===== src/rtl/serdes_align_pkg.sv =====
// Shared definitions for the SERDES receive word-alignment controller.
// Contents: word and offset widths, the default training word and the
// alignment FSM state type.
package serdes_align_pkg;

  localparam int unsigned WORD_W = 32;
  localparam int unsigned OFS_W  = 5;

  localparam logic [WORD_W-1:0] TRAIN_PAT_DEFAULT = 32'hF0E1_D2C3;

  typedef enum logic [1:0] {
    StSearch,
    StVerify,
    StLocked
  } align_state_e;

endpackage


===== src/rtl/word_window_sel.sv =====
// 64-to-32 variable-offset window mux.
// Ports:
//   win_buf   - two buffered words, [63:32] newest, [31:0] oldest
//   shift_sel - bit offset of the window into win_buf
//   aligned   - win_buf[shift_sel+31 : shift_sel]
module word_window_sel
  import serdes_align_pkg::*;
(
  input  logic [2*WORD_W-1:0] win_buf,
  input  logic [OFS_W-1:0]    shift_sel,
  output logic [WORD_W-1:0]   aligned
);

  logic [2*WORD_W-1:0] shifted;

  always_comb begin
    shifted = win_buf >> shift_sel;
    aligned = shifted[WORD_W-1:0];
  end

endmodule


===== src/rtl/word_align_ctrl.sv =====
// Receive word alignment controller. Buffers two deserializer words, picks a
// 32-bit window at a searched bit offset and declares lock once the training
// word has been seen LOCK_CNT times in a row; while locked and training, drops
// lock after UNLOCK_CNT consecutive mismatches.
// Ports:
//   clk, rst_n  - word clock, async active-low reset
//   din         - raw word, bit 0 earliest; din_valid qualifies it
//   train_en    - link is sending the training word (enables loss monitor)
//   realign     - one-cycle pulse: drop lock and restart the search
//   bypass      - dout carries the newest raw word instead of the window
//   dout        - aligned/bypassed word; dout_valid qualifies it
//   shift_sel   - current bit offset
//   locked      - alignment lock
//   sweep_err   - sticky: offset wrapped 31->0 without lock
module word_align_ctrl
  import serdes_align_pkg::*;
#(
  parameter logic [WORD_W-1:0] TRAIN_PAT  = TRAIN_PAT_DEFAULT,
  parameter int unsigned       LOCK_CNT   = 4,
  parameter int unsigned       UNLOCK_CNT = 8
) (
  input  logic              clk,
  input  logic              rst_n,
  input  logic [WORD_W-1:0] din,
  input  logic              din_valid,
  input  logic              train_en,
  input  logic              realign,
  input  logic              bypass,
  output logic [WORD_W-1:0] dout,
  output logic              dout_valid,
  output logic [OFS_W-1:0]  shift_sel,
  output logic              locked,
  output logic              sweep_err
);

  localparam logic [3:0] LockCntW   = 4'(LOCK_CNT);
  localparam logic [7:0] UnlockCntW = 8'(UNLOCK_CNT);

  // Datapath state
  logic [2*WORD_W-1:0] buf_q;
  logic [1:0]          fill_q;
  logic                vld_d1_q;
  logic [WORD_W-1:0]   dout_q;
  logic                dout_valid_q;

  // Control state
  align_state_e state_q, state_d;
  logic [OFS_W-1:0] shift_q, shift_d;
  logic [3:0]       mcnt_q, mcnt_d;
  logic [7:0]       ucnt_q, ucnt_d;
  logic             sweep_q, sweep_d;

  logic [WORD_W-1:0] aligned;
  logic              eval;
  logic              match;
  logic [OFS_W-1:0]  shift_inc;
  logic              shift_wrap;
  logic [3:0]        mcnt_inc;
  logic [7:0]        ucnt_inc;

  word_window_sel u_window (
    .win_buf   (buf_q),
    .shift_sel (shift_q),
    .aligned   (aligned)
  );

  // Word buffer and output register. The output stage works from the buffer
  // contents loaded on the previous clock, giving a fixed two-clock latency.
  always_ff @(posedge clk or negedge rst_n) begin
    if (!rst_n) begin
      buf_q        <= '0;
      fill_q       <= '0;
      vld_d1_q     <= 1'b0;
      dout_q       <= '0;
      dout_valid_q <= 1'b0;
    end else begin
      if (din_valid) begin
        buf_q <= {din, buf_q[2*WORD_W-1:WORD_W]};
        if (fill_q != 2'd2) fill_q <= fill_q + 2'd1;
      end
      vld_d1_q <= din_valid;
      if (vld_d1_q) begin
        dout_q       <= bypass ? buf_q[2*WORD_W-1:WORD_W] : aligned;
        dout_valid_q <= (fill_q == 2'd2);
      end else begin
        dout_valid_q <= 1'b0;
      end
    end
  end

  assign eval       = vld_d1_q && (fill_q == 2'd2);
  assign match      = (aligned == TRAIN_PAT);
  assign shift_inc  = shift_q + 5'd1;
  assign shift_wrap = (shift_q == '1);
  assign mcnt_inc   = mcnt_q + 4'd1;
  assign ucnt_inc   = ucnt_q + 8'd1;

  // FSM: state register
  always_ff @(posedge clk or negedge rst_n) begin
    if (!rst_n) begin
      state_q <= StSearch;
      shift_q <= '0;
      mcnt_q  <= '0;
      ucnt_q  <= '0;
      sweep_q <= 1'b0;
    end else begin
      state_q <= state_d;
      shift_q <= shift_d;
      mcnt_q  <= mcnt_d;
      ucnt_q  <= ucnt_d;
      sweep_q <= sweep_d;
    end
  end

  // FSM: next state. realign overrides any eval in the same cycle.
  always_comb begin
    state_d = state_q;
    shift_d = shift_q;
    mcnt_d  = mcnt_q;
    ucnt_d  = ucnt_q;
    sweep_d = sweep_q;
    if (realign) begin
      state_d = StSearch;
      mcnt_d  = '0;
      ucnt_d  = '0;
      sweep_d = 1'b0;
    end else if (eval) begin
      unique case (state_q)
        StSearch: begin
          if (match) begin
            if (LockCntW == 4'd1) begin
              state_d = StLocked;
              mcnt_d  = '0;
              sweep_d = 1'b0;
            end else begin
              state_d = StVerify;
              mcnt_d  = 4'd1;
            end
          end else begin
            shift_d = shift_inc;
            if (shift_wrap) sweep_d = 1'b1;
          end
        end
        StVerify: begin
          if (match) begin
            if (mcnt_inc == LockCntW) begin
              state_d = StLocked;
              mcnt_d  = '0;
              sweep_d = 1'b0;
            end else begin
              mcnt_d = mcnt_inc;
            end
          end else begin
            state_d = StSearch;
            mcnt_d  = '0;
            shift_d = shift_inc;
            if (shift_wrap) sweep_d = 1'b1;
          end
        end
        StLocked: begin
          // Offset stays frozen; on loss the search resumes from here.
          if (!train_en || match) begin
            ucnt_d = '0;
          end else if (ucnt_inc == UnlockCntW) begin
            state_d = StSearch;
            ucnt_d  = '0;
          end else begin
            ucnt_d = ucnt_inc;
          end
        end
        default: state_d = StSearch;
      endcase
    end
  end

  // FSM: outputs
  always_comb begin
    locked     = (state_q == StLocked);
    shift_sel  = shift_q;
    sweep_err  = sweep_q;
    dout       = dout_q;
    dout_valid = dout_valid_q;
  end

endmodule


===== config.mk =====
export PLATFORM = sky130hd
export DESIGN_NAME = word_align_ctrl
export DESIGN_NICKNAME = d
export VERILOG_FILES = /design/src/rtl/serdes_align_pkg.sv /design/src/rtl/word_window_sel.sv /design/src/rtl/word_align_ctrl.sv
export SDC_FILE = /design/constraint.sdc
export NUM_CORES = 1
export LEC_CHECK = 0
export BUFFER_PORTS_ARGS = -buffer_cell sky130_fd_sc_hd__clkbuf_2
export CAP_MARGIN = 10
export CORE_ASPECT_RATIO = 1.4
export CORE_UTILIZATION = 50
export CTS_CLUSTER_DIAMETER = 60
export DETAILED_ROUTE_END_ITERATION = 7
export PLACE_DENSITY = 0.73
export SLEW_MARGIN = 40
export SYNTH_ARGS = -nofsm -noshare
export SYNTH_HDL_FRONTEND = slang
export SYNTH_SLANG_ARGS = --single-unit
export TNS_END_PERCENT = 50

===== constraint.sdc =====
create_clock -name clk -period 7.9 [get_ports clk]
set_input_delay 0.395 -clock clk [delete_from_list [all_inputs] [get_ports clk]]
set_output_delay 0.395 -clock clk [all_outputs]
set_load 0.05 [all_outputs]

# Word-level counts from Yosys, hierarchy flattened
# Cells that the tools add are included.
op_classes:
  bitwise_logic: 2
  n_reduce_logical: 14
  eq_ne: 13
  mux: 28
  addsub: 4
  shifts: 1
ops:
  columns: ["operator", "n"]
  rows:
  - ["64-bit by 5-bit right shift with 32-bit output", 1]
  - ["8-bit two-way mux", 5]
  - ["32-bit == test, second input constant", 1]
  - ["32-bit two-way mux", 1]
  - ["4-bit two-way mux", 5]
  - ["2-bit two-way mux", 7]
  - ["3-bit != test, second input constant", 3]
  - ["8-bit by 1-bit adder with 8-bit output, second input constant", 1]
  - ["8-bit by 4-bit == test with 1-bit output, second input constant", 1]
  - ["4-bit one-hot mux with 2 select lines", 1]
  - ["4-bit AND reduction", 2]
  - ["1-bit two-way mux", 7]
  - ["2-bit one-hot mux with 3 select lines", 1]
  - ["5-bit by 1-bit adder with 5-bit output, second input constant", 1]
  - ["5-bit == test, second input constant", 1]
  - ["5-bit AND reduction", 1]
  - ["4-bit by 1-bit adder with 4-bit output, second input constant", 1]
  - ["2-bit == test, second input constant", 2]
  - ["4-bit by 3-bit == test with 1-bit output, second input constant", 1]
  - ["4-bit != test, second input constant", 1]
  - ["2-bit AND reduction", 2]
  - ["2-bit nonzero test", 2]
  - ["3-bit by 2-bit != test with 1-bit output, second input constant", 1]
  - ["3-bit AND reduction", 1]
  - ["other kinds (11)", 12]
word_totals:
  ff_bits: 120
  wordCells: 72

# Logic depth before layout (Yosys ltp)
# Gate-level depths: netlist of run 1.
depth:
  depth_word: 7
  mapped_depth: 16

# Cells and area by module
# A second synthesis of run 1 with hierarchy kept.
hier_totals:
  hier_cells: 779
  area_unflattened_um2: 8451.9
modules_own_cells:
  columns: ["mod", "area_per_inst_um2", "n_inst", "cells_each"]
  rows:
  - ["word_align_ctrl", 5275.1, 1, 428]
  - ["word_window_sel", 3176.8, 1, 351]

# Least setup slack after synthesis of run 1
# OpenSTA, ideal clock, no wires.
synth_timing:
  path_kind: "register to register"
  start: "register shift_q[1], in the netlist shift_sel[1]"
  end: "register mcnt_q[1]"
  path_stages_with_launch: 15
  slack_ns: 3.980
  path_buffers: 6
  setup_time_ns: 0.120
  t_arrival_ns: 3.800
  t_required_ns: 7.780
  cell_sequence: "dfrtp_1 -> buf_6 -> buf_6 -> buf_6 -> buf_4 -> buf_4 -> buf_2 -> mux4_2 -> a221oi_1 -> nor2_1 -> a211oi_1 -> nand4_1 -> or4_4 -> or3_4 -> a31o_2"
synth_via:
  elab_chain_cells: 6
  elab_cells_between_ends: 8
  classes_between: "2 x eq/ne; 1 x shift; 4 x mux; 1 x reduce/logical"
synth_rtl:
  columns: ["item", "line_no", "source"]
  rows:
  - ["from (decl)", "word_align_ctrl.sv:48", "logic [OFS_W-1:0] shift_q, shift_d;"]
  - ["from (signal assigned)", "word_align_ctrl.sv:108", "shift_q <= shift_d;"]
  - ["64-bit by 5-bit right shift with 32-bit output (*)", "word_window_sel.sv:17", "shifted = win_buf >> shift_sel;"]
  - ["32-bit == test (*)", "word_align_ctrl.sv:92", "assign match = (aligned == TRAIN_PAT);"]
  - ["4-bit two-way mux", "word_align_ctrl.sv:145", "if (match) begin"]
  - ["4-bit one-hot mux with 2 select lines", "word_align_ctrl.sv:128", "unique case (state_q)"]
  - ["4-bit two-way mux", "word_align_ctrl.sv:127", "end else if (eval) begin"]
  - ["4-bit two-way mux", "word_align_ctrl.sv:122", "if (realign) begin"]
  - ["to (signal assigned)", "word_align_ctrl.sv:109", "mcnt_q <= mcnt_d;"]
  - ["to (decl)", "word_align_ctrl.sv:49", "logic [3:0] mcnt_q, mcnt_d;"]
# Every way passes the cells marked *; elsewhere a longest branch is shown, timed or not. The select of a mux whose other input is x is not followed.
# A chain may end at the register's enable or synchronous reset.

# Worst setup path after layout of run 1
layout_timing:
  start: "register shift_q[1], in the netlist shift_sel[1]"
  end: "register mcnt_q[0]"
# The elaborated chain is that of the path after synthesis.

==> out/results.md, run 1 <==
## Synthesis
• warnings from Yosys: 0
• syn_nets: 911
• cell count after synthesis: 867
• main combinational cell family by area after synthesis: multiplexers
• sequential-to-total area share from yosys stat: 32.2%
• post-synthesis compound-gate area fraction: 13.0%
• register bit total from synthesis: 120
• share of synthesized area spent on multiplexers: 38.1%
• post-synthesis instance area: 0.00933 mm2
• post-synthesis async set-or-reset flop share: 100%
• simple-gate portion of the synthesized area: 10.9%
• dominant synthesized flop cell: dfrtp_1
• count of unique library cells instantiated by Yosys: 63
• adder-cell area share of the yosys netlist: 0.805%
• XOR/XNOR Fraction of Synth Area: 0.563%
• number of enable flip-flop cells after synthesis: 0
• average instance area after synthesis: 10.8 um2

## Clock tree
• clock tree from TritonCTS: done
• number of H-tree levels: 4
• # Post-CTS Setup Buffers: 0
• later-pin clock latency in the skew report: 430 ps
• number of instances resized during post-cts repair: 0
• clk slew on worst S/H paths: 60 ps
• number of buffers added by the clock tree synthesis step: 17
• Root Buffer: clkbuf_16
• number of sinks on the clock net: 120
• Post-CTS Hold Fix Bufs: 0
• Clock Tree Buf Depth: 2

## Global routing
• vias in the first global route: 7855
• largest net degree at the start of global routing: 67
• antenna violations before repair: 0
• All-Layer GR Usage: 35.4%
• GR Overflow Total: 0
• wire length of the first global-routing pass: 50000 um

## Final layout
• layout overhead on the synthesized area: 11.2%
• NumNets Final: 941
• number of fillers in the final layout: 1572
• commonest non-fill, non-tap cell in the layout: mux2_2
• fraction of final layout cells sized beyond drive strength 1: 36.2%
• Antenna diodes: 0
• total non-filler cell area in the finished layout: 0.0104 mm2
• commonest cells after routing, fill and taps aside: mux2_2 (133), dfrtp_1 (116), mux2i_1 (80)

## Power and ir drop
• total power density per cell area: 406 mW/mm2
• worst voltage drop across the vdd grid: 0.198 mV
• standby leakage power: 4.18 nW

## Timing
• worst setup skew after layout: 12.7 ps
• max-slew violation count: 0
• shortest period the worst path allows: 4890 ps
• Setup WS post-layout: 3010 ps
• final-layout worst hold slack: -12.0 ps
• final-layout setup total negative slack: 0 ps
• Max Clk Rate: 204 MHz
• slew of the pin with the lowest slew margin: 857 ps
• Tcrit/Tclk final: 61.9%
• remaining max-slew budget at the tightest pin: 42.4%
• RSZ-0062 raised after global routing: no
• setup violators final: 0
• final hold vios: 8

## Die
• area of the core: 0.0181 mm2
• die width: 117 um
• starting utilization of the core area: 51.4%
• site row count: 58
• count of boundary I/O pins: 78
• floorplan die area: 0.0192 mm2
• die height: 164 um

## Run
• max-cap violation count: 0

## Placed design
• HPWL reported at the end of detailed placement: 24100 um
• post-placement setup slack: 3090 ps
• Final Wtd Congestion: 1.04
• number of port buffers: 77
• placement-stage cell area: 0.00977 mm2

## Worst setup path
• Data required, critical path: 8230 ps
• Critical Path End Type: flip-flop
• critical path launch point type: flip-flop
• Max FO, Critical Path: 41
• Worst Setup Path Type: flip-flop to flip-flop
• CP Data Arrival Time: 5220 ps

## Status
• result of the run: finished, violations left
• violations in the final reports: hold timing

## Route
• post-route antenna net violation count: 0
• post-detailed-routing wire length: 33400 um
• initial detailed-routing violation count: 1121
• Detailed Routing Iterations Pass 1: 6
• drt via density: 7.06
• DRC violation count after routing: 0
• Via Count: 8115
• per-cell routed wire length: 29.1 um

## Worst hold path
• worst min path class: input pin to async pin

[through the flow]
| step | std cells | power (mW) | util (%) | hold slack (ps) |
|---|---|---|---|---|
| final | 1150 | 4.21 | 57.2 | -12.0 |
| after global routing | 1150 | 4.33 | 57.2 | 53.8 |
| after CTS | 1150 | 4.13 | 57.2 | 18.3 |
| after detailed placement | 1118 | 3.33 | 53.9 | 465 |
| after global placement | 1117 | 3.35 | 53.7 | 462 |
| after floorplan | 867 | 2.65 | - | 99.4 |
[routing by layer]
layer / share of wire (%) / global-route usage (%) / vias up
met2: 47 / 57.3 / 556
li1: - / - / 3426
met4: 7.3 / 23.8 / 0
met3: 8.5 / 6.77 / 156
met5: 0 / 0 / -
met1: 37 / 42.8 / 3977
[state kept, by name (all words and copies together) (netlist names), 2 cells and up]
register   flops
mcnt_q         4
buf_q         64
fill_q         2
ucnt_q         8
shift_sel      5
state_q        2
dout          32
[cell families (layout without fill, tap and decap cells)]
| group | after synthesis | in the layout |
|---|---|---|
| AO/OA/AOI/OAI | 173 | 173 |
| XOR/XNOR | 6 | 6 |
| adder cells (fa/ha/maj) | 6 | 6 |
| buffers and inverters | 90 | 133 |
| flip-flops | 120 | 120 |
| multiplexers | 269 | 269 |
| AND/OR/NAND/NOR | 203 | 203 |
[worst max-delay path, cell delays in order (launching register included)]
cell,delay (ps)
dfrtp_4,730
buf_4,610
mux2i_1,350
o32a_1,380
a21oi_1,170
o21ai_0,290
a2111oi_0,560
nand4_1,230
or4_4,700
or3_4,410
a221oi_2,300
[power by group]
group          leakage, nW  total, mW  internal [mW]  switching, mW
Sequential            1.44      0.966          0.746          0.220
Combinational         2.44       2.45          0.932           1.52
Clock                0.290      0.792          0.484          0.309
Total                 4.18       4.21           2.16           2.05
[path summary, 6_finish.rpt]
path                                           from                  endpoint  slack (ps)  cells after the start
max                        shift_sel[1]$_DFFE_PN0P_     mcnt_q[0]$_DFFE_PN0P_        3010                     10
min                                           rst_n      dout[13]$_DFFE_PN0P_         -10                      1
max reg2reg                shift_sel[1]$_DFFE_PN0P_     mcnt_q[0]$_DFFE_PN0P_        3010                     10
min reg2reg                   fill_q[0]$_DFFE_PN0P_     fill_q[0]$_DFFE_PN0P_         470                      1
max in group asynchronous                     rst_n  shift_sel[1]$_DFFE_PN0P_        6750                      3
min in group clk                             din[7]     buf_q[39]$_DFFE_PN0P_         190                      2
[cell usage after synthesis, drive strengths merged, types with 14 or more instances]
master | count | share of area (%)
a21oi | 37 | 2.0
a22oi | 16 | 1.3
buf | 36 | 2.3
clkbuf | 46 | 1.9
dfrtp | 120 | 32
mux2 | 134 | 16
mux2i | 80 | 8.6
mux4 | 55 | 13
nand2 | 57 | 2.3
nand3 | 15 | 0.80
nor2 | 45 | 1.8
nor3 | 15 | 0.80
o21ai | 22 | 1.2
o221ai | 14 | 1.3
o22ai | 18 | 1.2
[layout make-up]
class                      instances  area [um2]  share of cell area (%)
tap                              240         300                    2.90
clock buffer                      19         453                    4.37
timing repair buffer              93         523                    5.04
inverter                           8        30.0                   0.290
sequential                       120        3010                    29.0
clock inverter                    13         146                    1.41
multi-input combinational        657        5910                    57.0
No activity file was read; power rests on OpenSTA's default activity.
==> inputs of run 2 (changes only) <==
--- a/config.mk
+++ b/config.mk
@@ -5,13 +5,14 @@
 export SDC_FILE = /design/constraint.sdc
 export NUM_CORES = 1
 export LEC_CHECK = 0
+export ABC_AREA = 1
 export BUFFER_PORTS_ARGS = -buffer_cell sky130_fd_sc_hd__clkbuf_2
 export CAP_MARGIN = 10
 export CORE_ASPECT_RATIO = 1.4
 export CORE_UTILIZATION = 50
 export CTS_CLUSTER_DIAMETER = 60
 export DETAILED_ROUTE_END_ITERATION = 7
-export PLACE_DENSITY = 0.73
+export PLACE_DENSITY = 0.76
 export SLEW_MARGIN = 40
 export SYNTH_ARGS = -nofsm -noshare
 export SYNTH_HDL_FRONTEND = slang
==> constraint.sdc (replaced) <==
create_clock -name clk -period 4.1 [get_ports clk]
set_input_delay 0.205 -clock clk [delete_from_list [all_inputs] [get_ports clk]]
set_output_delay 0.205 -clock clk [all_outputs]
set_load 0.05 [all_outputs]
==> run 2 against run 1 <==
  * The run now ends clean
  * Via count up 9.2%
  * Clock skew down 4.2 ps
  * Critical path type unchanged
  * Hold slack better by 15 ps
  * Largest cell class unchanged
  * Critical path depth up 5
  * Combinational power up 96%
  * Count of clock-buffer cells in the layout down 1
==> out/results.md, run 2 <==
## Timing
• final hold vios: 0
• final-layout worst hold slack: 3.36 ps
• final-layout setup total negative slack: 0 ps
• setup violators final: 0
• RSZ-0062 raised after global routing: no
• worst setup skew after layout: 8.56 ps
• Max Clk Rate: 303 MHz
• slew of the pin with the lowest slew margin: 809 ps
• max-slew violation count: 0
• shortest period the worst path allows: 3300 ps
• remaining max-slew budget at the tightest pin: 46.0%
• Tcrit/Tclk final: 80.5%

## Clock tree
• clock tree from TritonCTS: done
• later-pin clock latency in the skew report: 430 ps
• clk slew on worst S/H paths: 60 ps
• number of sinks on the clock net: 120
• number of buffers added by the clock tree synthesis step: 17
• # Post-CTS Setup Buffers: 0
• number of H-tree levels: 4
• Clock Tree Buf Depth: 2
• Post-CTS Hold Fix Bufs: 26
• Root Buffer: clkbuf_16
• number of instances resized during post-cts repair: 0

## Route
• post-detailed-routing wire length: 27700 um
• per-cell routed wire length: 18.2 um
• Via Count: 8859
• Detailed Routing Iterations Pass 1: 6
• post-route antenna net violation count: 0
• drt via density: 5.83
• initial detailed-routing violation count: 945
• DRC violation count after routing: 0

## Worst setup path
• critical path launch point type: flip-flop
• CP startpoint: shift_sel[0]$_DFFE_PN0P_
• Max FO, Critical Path: 39
• count of buffering cells on the critical path with inverters included: 2
• crit path max-delay cell type: buf_4
• CP Data Arrival Time: 3580 ps
• cell type group with the largest total delay on the critical path: simple AND/OR/NAND/NOR gates
• critical register-to-register path endpoint: shift_sel[0]$_DFFE_PN0P_
• delay of the slowest critical-path stage: 480 ps
• Data required, critical path: 4380 ps
• Worst Setup Path Type: flip-flop to flip-flop
• end of the critical path: shift_sel[0]$_DFFE_PN0P_
• source of the worst register-to-register timing path: shift_sel[0]$_DFFE_PN0P_
• Critical Path End Type: flip-flop
• r2r worst-path depth: 15
• cell-by-cell listing of the critical path: inv_2 > buf_4 > nand2_1 > nand3_1 > nand3_1 > nand3_1 > nand3_1 > nand2_1 > nand2_1 > nor2_1 > nand2_1 > nor2_2 > nand2_4 > nand4_2 > xor2_1
• Crit. path cell count: 15
• worst setup slack for register-to-register paths: 800 ps

## Die
• starting utilization of the core area: 51.7%
• die width: 110 um
• area of the core: 0.0157 mm2
• site row count: 54
• die height: 153 um
• floorplan die area: 0.0168 mm2
• count of boundary I/O pins: 78

## Synthesis
• cell count after synthesis: 1255
• average instance area after synthesis: 6.49 um2
• post-synthesis async set-or-reset flop share: 100%
• dominant synthesized flop cell: dfrtp_1
• Yosys top cell area share: 36.9%
• number of enable flip-flop cells after synthesis: 0
• post-synthesis instance area: 0.00815 mm2
• register bit total from synthesis: 120
• Yosys top cell by area: dfrtp_1
• dominant cell by count in the synthesized netlist: nand2_1
• most common library cells after synthesis: nand2_1 (392), nand3_1 (328), dfrtp_1 (120)
• warnings from Yosys: 0
• sequential-to-total area share from yosys stat: 36.9%
• count of unique library cells instantiated by Yosys: 30
• top cells by area in the synthesized netlist: dfrtp_1 (37%), nand3_1 (20%), nand2_1 (18%), o21ai_0 (5.1%), a21oi_1 (4.4%)
• syn_nets: 1299

## Final layout
• Antenna diodes: 0
• commonest cells after routing, fill and taps aside: nand2_1 (392), nand3_1 (328), dfrtp_1 (118)
• area used by multi-input combinational logic: 0.00451 mm2
• Largest register FFs: 64
• layout overhead on the synthesized area: 16.2%
• commonest non-fill, non-tap cell in the layout: nand2_1
• register with the most flip-flops: buf_q
• fraction of final layout cells sized beyond drive strength 1: 10.3%
• NumNets Final: 1354
• filler-free cell count of the finished design: 1519
• sequential cell area in the final layout: 0.00301 mm2
• number of fillers in the final layout: 1481
• total non-filler cell area in the finished layout: 0.00946 mm2

## Placed design
• HPWL reported at the end of detailed placement: 19800 um
• placement-stage cell area: 0.00852 mm2
• placed instance count: 1461
• number of port buffers: 77
• Final Wtd Congestion: 1.10

## Power and ir drop
• worst voltage drop across the vdd grid: 0.492 mV
• standby leakage power: 4.72 nW
• total power density per cell area: 862 mW/mm2

## Global routing
• All-Layer GR Usage: 34.8%
• wire length of the first global-routing pass: 43900 um
• vias in the first global route: 8332
• antenna violations before repair: 0
• largest net degree at the start of global routing: 92
• GR Overflow Total: 0

## Run
• max-cap violation count: 0

## Worst hold path
• worst min path class: input pin to flip-flop

## Status
• result of the run: complete, no violations

==> run 2: changes by cell type after synthesis, moves of 12 or more <==
cell      change
inv_1        +52
o21ai_0      +61
a21oi_1      +34
o22ai_1      -17
o221ai_1     -14
nand2_1     +335
mux2i_1      -80
a22oi_1      -16
nand3_1     +313
nor3_1       -13
nor2_1       +28
clkbuf_1     -12
mux4_2       -55
mux2_2      -133
==> run 2: worst min path at each step <==
| stage | cells after the start | slack [ps] | to | start |
|---|---|---|---|---|
| after global routing | 3 | 20 | buf_q[39]$_DFFE_PN0P_ | din[7] |
| final | 3 | 3 | buf_q[52]$_DFFE_PN0P_ | din[20] |
| after CTS | 3 | 0.3 | buf_q[39]$_DFFE_PN0P_ | din[7] |
| after global placement | 1 | 270 | buf_q[56]$_DFFE_PN0P_ | rst_n |
| after floorplan | 0 | -90 | buf_q[0]$_DFFE_PN0P_ | rst_n |
| after detailed placement | 1 | 280 | buf_q[56]$_DFFE_PN0P_ | rst_n |
==> run 2: routing by layer <==
metal  routed length [um]  vias up  GRT usage [%]
met5                    0        -              0
li1                     -     4293              -
met1                10500     4002           40.8
met3                 1830      122           6.10
met4                 2570        0           29.5
met2                12800      442           54.1
==> run 2: cell families (layout without fill, tap and decap cells) <==
logic type	after synthesis	count (layout)	synth area share, %
AO/OA/AOI/OAI	160	160	9.92
AND/OR/NAND/NOR	814	814	43.4
buffers and inverters	145	213	7.83
flip-flops	120	120	36.9
XOR/XNOR	10	10	1.08
adder cells (fa/ha/maj)	6	6	0.921
==> run 2: cell type report <==
class / instances / area share, %
multi-input cells: 990 / 47.6
flip-flops and latches: 120 / 31.8
repair buffers: 117 / 8.25
clock buffers: 18 / 4.64
well taps: 196 / 2.59
clock inverters: 14 / 2.58
inverters: 64 / 2.57
==> run 2: worst register-to-register path, cell delays in order, from the launching register on <==
cell	delay (ps)
dfrtp_2	400
inv_2	300
buf_4	480
nand2_1	160
nand3_1	120
nand3_1	120
nand3_1	160
nand3_1	80
nand2_1	160
nand2_1	80
nor2_1	120
nand2_1	80
nor2_2	240
nand2_4	130
nand4_2	180
xor2_1	370
==> run 2: report_power, final <==
| part | switching [mW] | internal, mW | total, mW | leakage [nW] |
|---|---|---|---|---|
| sequential | 0.181 | 1.42 | 1.61 | 1.46 |
| clock | 0.580 | 1.16 | 1.74 | 0.327 |
| combinational | 3.53 | 1.29 | 4.81 | 2.93 |
==> run 2: stage by stage <==
step / setup WS [ps] / util, % / power (mW)
floorplan: 1620 / - / 5.10
global placement: 975 / 54.1 / 6.25
detailed placement: 1000 / 54.1 / 6.25
CTS: 978 / 60.1 / 8.04
global route: 530 / 60.1 / 8.70
finish: 798 / 60.1 / 8.16
==> inputs of run 3 (changes only) <==
--- a/config.mk
+++ b/config.mk
@@ -5,14 +5,14 @@
 export SDC_FILE = /design/constraint.sdc
 export NUM_CORES = 1
 export LEC_CHECK = 0
-export ABC_AREA = 1
+export ABC_AREA = 0
 export BUFFER_PORTS_ARGS = -buffer_cell sky130_fd_sc_hd__clkbuf_2
 export CAP_MARGIN = 10
 export CORE_ASPECT_RATIO = 1.4
 export CORE_UTILIZATION = 50
 export CTS_CLUSTER_DIAMETER = 60
 export DETAILED_ROUTE_END_ITERATION = 7
-export PLACE_DENSITY = 0.76
+export PLACE_DENSITY = 0.75
 export SLEW_MARGIN = 40
 export SYNTH_ARGS = -nofsm -noshare
 export SYNTH_HDL_FRONTEND = slang
==> constraint.sdc (replaced) <==
create_clock -name clk -period 2.99 [get_ports clk]
set_input_delay 0.1495 -clock clk [delete_from_list [all_inputs] [get_ports clk]]
set_output_delay 0.1495 -clock clk [all_outputs]
set_load 0.05 [all_outputs]
==> run 3 against run 2 <==
  * The flow now finishes with violations (setup timing)
  * Clock skew up 9.1 ps
  * Utilization grew 14 points
  * Wire length increased by 59%
  * Non-clock buffer count rose by 299
  * Via count grew 14%
  * Highest routed layer is now met5
  * Critical endpoint is now mcnt_q[0]$_DFFE_PN0P_
  * Count of clock-buffer cells in the layout grew 2
  * Power up 74%
  * Largest power group unchanged
  * Critical path type unchanged
==> out/results.md, run 3 (synthesized netlist as in run 1, its figures left out) <==
## Power and ir drop
• Power, Total: 14.2 mW
• worst voltage drop across the vdd grid: 0.594 mV
• total power density per cell area: 1060 mW/mm2
• standby leakage power: 5.84 nW

## Global routing
• GR Overflow Total: 0
• largest net degree at the start of global routing: 121
• vias in the first global route: 10100
• All-Layer GR Usage: 47.0%
• antenna violations before repair: 2
• wire length of the first global-routing pass: 64800 um

## Final layout
• Largest register FFs: 64
• register with the most flip-flops: buf_q
• number of fillers in the final layout: 1270
• layout overhead on the synthesized area: 43.3%
• Antenna diodes: 0
• commonest non-fill, non-tap cell in the layout: buf_4
• fraction of final layout cells sized beyond drive strength 1: 52.7%
• commonest cells after routing, fill and taps aside: buf_4 (290), mux2_2 (130), dfrtp_1 (117)
• final standard cell utilization of the core: 73.7%
• area used by multi-input combinational logic: 0.00615 mm2
• NumNets Final: 1264
• sequential cell area in the final layout: 0.00301 mm2

## Route
• per-cell routed wire length: 29.9 um
• DRC violation count after routing: 0
• post-detailed-routing wire length: 44000 um
• initial detailed-routing violation count: 1358
• post-route antenna net violation count: 0
• Via Count: 10100
• drt via density: 6.86
• Detailed Routing Iterations Pass 1: 5

## Placed design
• Final Wtd Congestion: 1.06
• HPWL reported at the end of detailed placement: 31900 um
• number of port buffers: 77

## Worst setup path
• Data required, critical path: 3330 ps
• critical path launch point type: flip-flop
• Critical Path End Type: flip-flop
• CP Data Arrival Time: 4210 ps
• Max FO, Critical Path: 16
• Worst Setup Path Type: flip-flop to flip-flop

## Timing
• remaining max-slew budget at the tightest pin: 51.6%
• RSZ-0062 raised after global routing: yes
• Tcrit/Tclk final: 130%
• final-layout setup total negative slack: -15650 ps
• Setup WS post-layout: -886 ps
• final-layout worst hold slack: 89.2 ps
• Max Clk Rate: 258 MHz
• max-slew violation count: 0
• worst setup skew after layout: 17.7 ps
• final hold vios: 0
• slew of the pin with the lowest slew margin: 725 ps
• shortest period the worst path allows: 3880 ps
• setup violators final: 21

## Run
• max-cap violation count: 0

## Clock tree
• Root Buffer: clkbuf_16
• clock tree from TritonCTS: done
• number of H-tree levels: 4
• number of buffers added by the clock tree synthesis step: 17
• number of sinks on the clock net: 120
• Clock Tree Buf Depth: 2
• clk slew on worst S/H paths: 60 ps
• later-pin clock latency in the skew report: 440 ps

## Die
• starting utilization of the core area: 51.4%
• site row count: 58
• area of the core: 0.0181 mm2
• count of boundary I/O pins: 78
• floorplan die area: 0.0192 mm2
• die width: 117 um
• die height: 164 um

## Status
• violations in the final reports: setup timing
• result of the run: finished, violations left

## Worst hold path
• worst min path class: input pin to flip-flop

## run 3: cell types whose count changed in the layout (fill, tap and decap cells not counted), sizes merged, moves of 35 or more
cell	before	now
nand2	395	57
mux2	0	134
inv	65	7
buf	16	306
o21ai	86	22
nand3	328	15
mux2i	0	80
mux4	0	55
a21oi	72	37
## run 3: critical path, stage by stage, from the launching register on
cell      delay, ps
dfrtp_4         580
buf_16          200
mux2i_1         180
mux4_2          550
a22o_1          260
or3_4           350
nor4_2          280
nand4_1         130
or4_4           590
or3_4           390
a221oi_2        260
## run 3: per-stage QoR
stage          cell area, um2  setup WS (ps)  cells
2_1_floorplan            9370           -712    867
3_3_place_gp            12000          -1100   1396
3_5_place_dp            12000          -1110   1396
4_1_cts                 13200           -806   1470
5_1_grt                 13400           -951   1473
6_report                13400           -886   1473
## run 3: routing by layer
metal / share of wire (%) / wire [um] / vias up / track usage, %
met4: 9.6 / 4210 / 4 / 39.0
met1: 34 / 15200 / 4852 / 55.0
met3: 10 / 4440 / 285 / 10.0
li1: - / - / 4081 / -
met5: 0.052 / 23 / - / 0
met2: 46 / 20100 / 886 / 74.4
## run 3: path summary, 6_finish.rpt
| check | startpoint | slack, ps | cells after the start | end |
|---|---|---|---|---|
| min | train_en | 90 | 4 | state_q[1]$_DFFE_PN0P_ |
| max reg2reg | shift_sel[1]$_DFFE_PN0P_ | -890 | 10 | mcnt_q[0]$_DFFE_PN0P_ |
| max | shift_sel[1]$_DFFE_PN0P_ | -890 | 10 | mcnt_q[0]$_DFFE_PN0P_ |
| max in group asynchronous | rst_n | 2080 | 3 | buf_q[24]$_DFFE_PN0P_ |
| min reg2reg | fill_q[0]$_DFFE_PN0P_ | 480 | 1 | fill_q[0]$_DFFE_PN0P_ |
| min in group asynchronous | rst_n | 300 | 3 | ucnt_q[5]$_DFFE_PN0P_ |
## run 3: power by group
| part | internal (mW) | switching, mW | total, mW |
|---|---|---|---|
| clock | 1.50 | 0.859 | 2.36 |
| sequential | 1.98 | 0.360 | 2.34 |
| combinational | 4.32 | 5.18 | 9.50 |
## run 3: timing repair
item	CTS	global route
gates cloned	1	0
setup endpoints to repair	27	28
hold buffers	33	0
resized for setup	29	30
hold endpoints to repair	152	0
pin swaps	5	4
setup buffers	8	4
## run 3: layout make-up
class,count,share of cell area [%]
multi-input combinational,657,46.0
timing repair buffer,416,24.2
sequential,120,22.5
clock buffer,20,3.34
tap,240,2.25
clock inverter,12,1.49
inverter,8,0.253
